--- src/rtl/resync_fifo_nonsynt.sv ---
// Single-clock first-word-fall-through FIFO with wrap-bit pointers.
// Flags are decoded combinationally from the registered pointers.
module resync_fifo_nonsynt #(
  parameter int width     = 20,
  parameter int log_depth = 3
) (
  input  logic             clk,
  input  logic             rst_n,
  input  logic             val_wr,
  input  logic [width-1:0] data_wr,
  input  logic             val_rd,
  output logic [width-1:0] data_rd,
  output logic             empty_rd,
  output logic             full_wr,
  output logic             almost_empty_rd
);

  localparam int DEPTH = 2 ** log_depth;

  logic [log_depth:0]   wr_ptr;
  logic [log_depth:0]   rd_ptr;
  logic [log_depth:0]   fill;
  logic [width-1:0]     mem [DEPTH];
  logic                 wr_en;
  logic                 rd_en;

  // Accept decisions look only at flags decoded from registered pointers.
  assign wr_en = val_wr & ~full_wr;
  assign rd_en = val_rd & ~empty_rd;

  assign fill            = wr_ptr - rd_ptr;
  assign empty_rd        = (wr_ptr == rd_ptr);
  assign full_wr         = (wr_ptr == {~rd_ptr[log_depth], rd_ptr[log_depth-1:0]});
  assign almost_empty_rd = (fill == {{log_depth{1'b0}}, 1'b1});
  assign data_rd         = mem[rd_ptr[log_depth-1:0]];

  always_ff @(posedge clk or negedge rst_n) begin
    if (!rst_n) begin
      wr_ptr <= '0;
      rd_ptr <= '0;
    end else begin
      // NOTE: state registers use non-blocking assignments so every flop
      // samples pre-edge values regardless of statement order.
      if (wr_en) wr_ptr <= wr_ptr + 1'b1;
      if (rd_en) rd_ptr <= rd_ptr + 1'b1;
    end
  end

  // NOTE: the storage array is reset on purpose so data_rd reads 0 after
  // reset; this forces flops rather than a RAM macro for the storage.
  always_ff @(posedge clk or negedge rst_n) begin
    if (!rst_n) begin
      for (int i = 0; i < DEPTH; i++) mem[i] <= '0;
    end else if (wr_en) begin
      mem[wr_ptr[log_depth-1:0]] <= data_wr;
    end
  end

endmodule

--- config.mk ---
export PLATFORM = sky130hd
export DESIGN_NAME = resync_fifo_nonsynt
export DESIGN_NICKNAME = d
export VERILOG_FILES = /design/src/rtl/resync_fifo_nonsynt.sv
export SDC_FILE = /design/constraint.sdc
export NUM_CORES = 1
export LEC_CHECK = 0
export CORE_UTILIZATION = 55
export CTS_BUF_LIST = sky130_fd_sc_hd__clkbuf_4 sky130_fd_sc_hd__clkbuf_8
export CTS_CLUSTER_DIAMETER = 60
export DETAILED_ROUTE_END_ITERATION = 8
export PLACE_DENSITY = 0.75
export REMOVE_ABC_BUFFERS = 1
export SYNTH_ARGS = -nofsm -noshare
export SYNTH_HDL_FRONTEND = slang
export SYNTH_SLANG_ARGS = --single-unit
--- constraint.sdc ---
create_clock -name clk -period 5.8 [get_ports clk]
set_input_delay 0.87 -clock clk [delete_from_list [all_inputs] [get_ports clk]]
set_output_delay 0.87 -clock clk [all_outputs]
set_load 0.01 [all_outputs]
==> results by group, run 1 <==
Timing
  • Final setup fails: 0
  • Max Freq: 253 MHz
  • Count of pins over their slew limit: 0
  • Slew margin rel.: 24.9%
  • Worst Max-Slew Pin Slew: 1120 ps
  • Final period util: 68.2%
  • Endpoints failing hold: 0
  • Min cycle time layout: 3950 ps
  • Final Skew: 12.1 ps
  • Final setup TNS: 0 ps
  • RSZ-0062 raised after global routing: false

Floorplanning
  • Die ar.: 0.0145 mm2
  • I/O pin total: 47
  • Die W: 120 um
  • Core ar.: 0.0135 mm2
  • Die Y: 120 um
  • Num rows: 42
  • Starting density of the core: 57.2%

Setup path
  • CP Class: reg2out
  • CP top delay family: buffers and inverters
  • CP Capture Type: output pin
  • Crit-path slowest cell: dfrtp_2
  • Crit path arrival time: 3080 ps
  • Worst setup SP type: flop
  • Critical path peak fanout: 23
  • Req. time, crit path: 4930 ps
  • Ordered cell list for the critical path: buf_4 > mux4_2 > nand2_1 > nand2_1 > clkdlybuf4s50_1
  • Slowest stage delay, CP: 850 ps
  • Bufs and invs on worst path: 2
  • Most frequent cell on the critical path: nand2_1

Layout
  • FILL cells: 993
  • Finished Cell Area: 0.00875 mm2
  • Area of the multi-input gates: 0.00340 mm2
  • P&R area growth vs syn: 13.7%
  • Commonest non-fill, non-tap cells in the layout: 166 x dfrtp_1, 160 x mux2_2, 61 x nand2_1
  • Number of antenna diodes: 0
  • FF+latch area: 0.00421 mm2
  • Commonest non-fill, non-tap cell in the layout: dfrtp_1
  • Nets: 583
  • Share of layout cells above drive strength 1: 44.4%

Yosys
  • Synth warn: 0
  • Ys flop type: dfrtp_1
  • Sequential fraction of the synthesis area: 54.6%
  • Synth top area share: 54.6%
  • Synthesized area: 0.00770 mm2
  • Mapped Cells: 511
  • Async SR Flop Fraction: 100%
  • EDFF count, synth: 0
  • Leading area contributor after synthesis: dfrtp_1
  • Synth top area cells: dfrtp_1 55%, mux2_2 23%, mux4_2 12%, nand2_1 3.0%, buf_2 1.2%
  • Post-synthesis register bit count: 168
  • Cell variety after synth: 32
  • Mean Syn Cell Area: 15.1 um2

CTS
  • Worst skew pair latency: 460 ps
  • Clk root buf: clkbuf_8
  • TritonCTS Buffers: 17
  • Clock sinks: 168
  • CTS Hold Buffers Added: 0
  • Post-cts sizing count: 0
  • Number of H-tree levels: 4
  • Worst-path clk slew: 90 ps
  • CTS Buffer Depth: 2
  • CTS tree: yes
  • Post-CTS setup buffer count: 0

GRT
  • Number of global-route vias before repair: 4615
  • First-pass GRT wire length: 25400 um
  • Largest net degree at the start of global routing: 113
  • Initial antenna violation count: 0
  • GRT Resource Usage Total: 23.8%
  • Grt ovf: 0

Power and ir drop
  • Power per Cell Area: 619 mW/mm2
  • Peak supply drop: 0.000361 V
  • Total power: 5.42 mW
  • Static leakage: 3.71 nW

Routing
  • DRT iter0 DRCs: 268
  • Residual DRC: 0
  • Routed wire length: 15500 um
  • Final ANT Viol Nets: 0
  • Vias per std cell: 5.89
  • Routed wire per std cell: 20.9 um
  • 1st-pass router iterations: 4
  • DR vias: 4362

Placement
  • Dpl hpwl: 8960 um
  • IO buf count: 46
  • Gpl congestion: 0.734
  • Placed Area: 0.00837 mm2

Worst hold path
  • HP Class: reg2reg

Flow run
  • Max cap viols: 0

Run status
  • Outcome: completed
## power by group
group | leakage (nW) | switching, mW | internal (mW)
Sequential | 2.01 | 0.360 | 1.77
Combinational | 1.50 | 1.02 | 1.44
Clock | 0.198 | 0.438 | 0.391
Total | 3.71 | 1.82 | 3.60
## cell families after synthesis
logic type,after synthesis,synth area share [%]
buf+inv,36,2.16
fa+ha+maj,6,1.07
simple gates,74,4.15
mux,202,35.4
flops,168,54.6
compound gates,16,1.48
xor+xnor,9,1.12
## registers in the layout, indices dropped and copies added, names as in the netlist
register / count
rd_ptr: 4
mem: 160
wr_ptr: 4
## stage by stage
stage	hold slack, ps	setup WS (ps)	utilization (%)	cells
floorplan	453	1190	-	479
global placement	468	2260	62.2	710
detailed placement	480	2250	62.2	710
CTS	500	1720	65.1	741
global route	520	1600	65.1	741
finish	501	1850	65.1	741
## Yosys cell counts, types with 2 or more instances
library cell and number:
nor2_1 2, nor4bb_1 2, xor2_1 3, o21ai_0 6
inv_1 4, mux2_1 2, a21oi_1 3, buf_4 2
xnor2_1 5, ha_1 5, nand2_1 61, mux2_2 160
clkbuf_1 11, o211ai_1 2, nand3_1 2, buf_2 19
dfrtp_1 168, mux4_2 40
## layout make-up
class                   instances  share of cell area [%]
clock inverters                13                    1.64
clock buffers                  18                    2.76
repair buffers                 55                    6.05
well taps                     176                    2.52
multi-input cells             307                    38.8
flip-flops and latches        168                    48.1
inverters                       4                   0.172
## layer usage
| layer | track usage, % | part of all wire [%] |
|---|---|---|
| met1 | 32.6 | 46 |
| met2 | 38.8 | 50 |
| met4 | 6.48 | 1.1 |
| met3 | 5.33 | 2.5 |
| met5 | 0 | 0 |
## worst paths after layout
path | start | endpoint | slack [ps] | cells after the start
min in group asynchronous | rst_n | mem[155]$_DFFE_PN0P_ | 550 | 1
min | mem[60]$_DFFE_PN0P_ | mem[60]$_DFFE_PN0P_ | 500 | 1
min reg2reg | mem[60]$_DFFE_PN0P_ | mem[60]$_DFFE_PN0P_ | 500 | 1
max reg2reg | rd_ptr[1]$_DFFE_PN0P_ | mem[64]$_DFFE_PN0P_ | 2480 | 6
max in group asynchronous | rst_n | mem[152]$_DFFE_PN0P_ | 3920 | 2
max | rd_ptr[0]$_DFFE_PN0P_ | data_rd[14] | 1850 | 5
No activity file was read; power rests on OpenSTA's default activity.
==> inputs of run 2 (changes only) <==
- clock period: 5.8 -> 4 ns (I/O delays scaled with it)
==> results by group, run 2 (same netlist as run 1, synthesis figures left out) <==
Run status
  • Outcome: completed

Timing
  • Worst Max-Slew Pin Slew: 1030 ps
  • Final Skew: 13.2 ps
  • RSZ-0062 raised after global routing: false
  • Worst hold slack: 220 ps
  • Final setup TNS: 0 ps
  • Min cycle time layout: 3220 ps
  • Final period util: 80.4%
  • Slew margin rel.: 31.0%
  • Max Freq: 311 MHz
  • Endpoints failing hold: 0
  • Worst setup margin: 783 ps
  • Final setup fails: 0
  • Count of pins over their slew limit: 0

Power and ir drop
  • Clock group share of total power: 17.2%
  • Internal power: 5.43 mW
  • Power per Cell Area: 908 mW/mm2
  • Static leakage: 3.76 nW
  • Comb pwr share: 44.9%
  • Total power: 8.04 mW
  • Peak supply drop: 0.000556 V
  • Switch Pwr: 2.61 mW
  • Flop pwr share: 37.9%
  • Sw frac: 32.5%

Placement
  • Pre-CTS worst setup slack: 1150 ps
  • Placed Area: 0.00840 mm2
  • IO buf count: 46
  • Dpl hpwl: 8900 um
  • Gpl congestion: 0.782
  • Placed Instances: 715

Routing
  • DR vias: 4369
  • 1st-pass router iterations: 4
  • Vias per std cell: 5.85
  • Final ANT Viol Nets: 0
  • DRT iter0 DRCs: 338
  • Routed wire length: 15600 um
  • Residual DRC: 0
  • Routed wire per std cell: 20.8 um

GRT
  • Grt ovf: 0
  • First-pass GRT wire length: 25600 um
  • Number of global-route vias before repair: 4752
  • Initial antenna violation count: 0
  • Largest net degree at the start of global routing: 90
  • GRT Resource Usage Total: 23.8%

CTS
  • Post-CTS setup buffer count: 0
  • Clk root buf: clkbuf_8
  • Worst-path clk slew: 90 ps
  • Worst skew pair latency: 440 ps
  • CTS Buffer Depth: 2
  • Number of H-tree levels: 4
  • CTS tree: yes
  • CTS Hold Buffers Added: 0
  • Clock sinks: 168
  • TritonCTS Buffers: 17
  • Post-cts sizing count: 0

Layout
  • Commonest non-fill, non-tap cell in the layout: dfrtp_1
  • P&R area growth vs syn: 15.1%
  • Top reg by flops: mem
  • Regs by FF count: mem (160), rd_ptr (4), wr_ptr (4)
  • Post-layout util: 65.8%
  • Max reg flops: 160
  • Share of layout cells above drive strength 1: 45.0%
  • Final Non-Filler Cells: 747
  • Commonest non-fill, non-tap cells in the layout: 166 x dfrtp_1, 160 x mux2_2, 61 x nand2_1
  • Finished Cell Area: 0.00886 mm2
  • Number of antenna diodes: 0
  • Nets: 588

Setup path
  • CP top delay family: buffers and inverters
  • CP Class: reg2out
  • Crit-path slowest cell: dfrtp_1
  • Bufs and invs on worst path: 2
  • Worst setup SP type: flop
  • Ordered cell list for the critical path: inv_1 > ha_1 > fa_1 > xor2_1 > nand3b_1 > a21oi_1 > clkdlybuf4s50_1
  • Slowest stage delay, CP: 590 ps
  • CP Capture Type: output pin
  • Req. time, crit path: 3400 ps
  • Critical path peak fanout: 10
  • Crit path arrival time: 2620 ps
  • Reg2reg setup slack: 1130 ps

Floorplanning
  • I/O pin total: 47
  • Die Y: 120 um
  • Num rows: 42
  • Die W: 120 um
  • Starting density of the core: 57.2%
  • Die ar.: 0.0145 mm2
  • Core ar.: 0.0135 mm2

Worst hold path
  • HP Class: in2async

Flow run
  • Max cap viols: 0
[run 2: final cells by class]
cell class / instances / area (um2)
clock inverter: 14 / 219
clock buffer: 18 / 241
sequential: 168 / 4210
multi-input combinational: 307 / 3370
inverter: 4 / 15.0
timing repair buffer: 60 / 579
fill: 997 / 4600
tap: 176 / 220
[run 2: routing by layer]
layer | share of wire (%) | GRT usage [%] | vias up
met4 | 1.3 | 5.25 | 0
li1 | - | - | 1954
met3 | 3.1 | 4.86 | 13
met1 | 48 | 34.0 | 2322
met5 | 0 | 0 | -
met2 | 48 | 38.0 | 80
[run 2: power groups by stage]
stage	Clock [mW]	Combinational, mW	Sequential, mW
6_report	1.38	3.61	3.05
5_1_grt	1.48	3.91	3.16
4_1_cts	1.41	3.66	3.05
3_5_place_dp	0	3.64	3.08
3_3_place_gp	0	3.54	3.00
2_1_floorplan	0	2.37	3.05
[run 2: worst paths after layout]
kind                                             from                    to  depth (start not counted)
worst max register to register  wr_ptr[0]$_DFFE_PN0P_   mem[79]$_DFFE_PN0P_                          5
worst min-delay path                            rst_n  mem[155]$_DFFE_PN0P_                          1
max in group asynchronous                       rst_n  mem[106]$_DFFE_PN0P_                          2
worst max-delay path            wr_ptr[0]$_DFFE_PN0P_       almost_empty_rd                          7
min in group clk                  mem[89]$_DFFE_PN0P_   mem[89]$_DFFE_PN0P_                          1
worst min register to register    mem[89]$_DFFE_PN0P_   mem[89]$_DFFE_PN0P_                          1
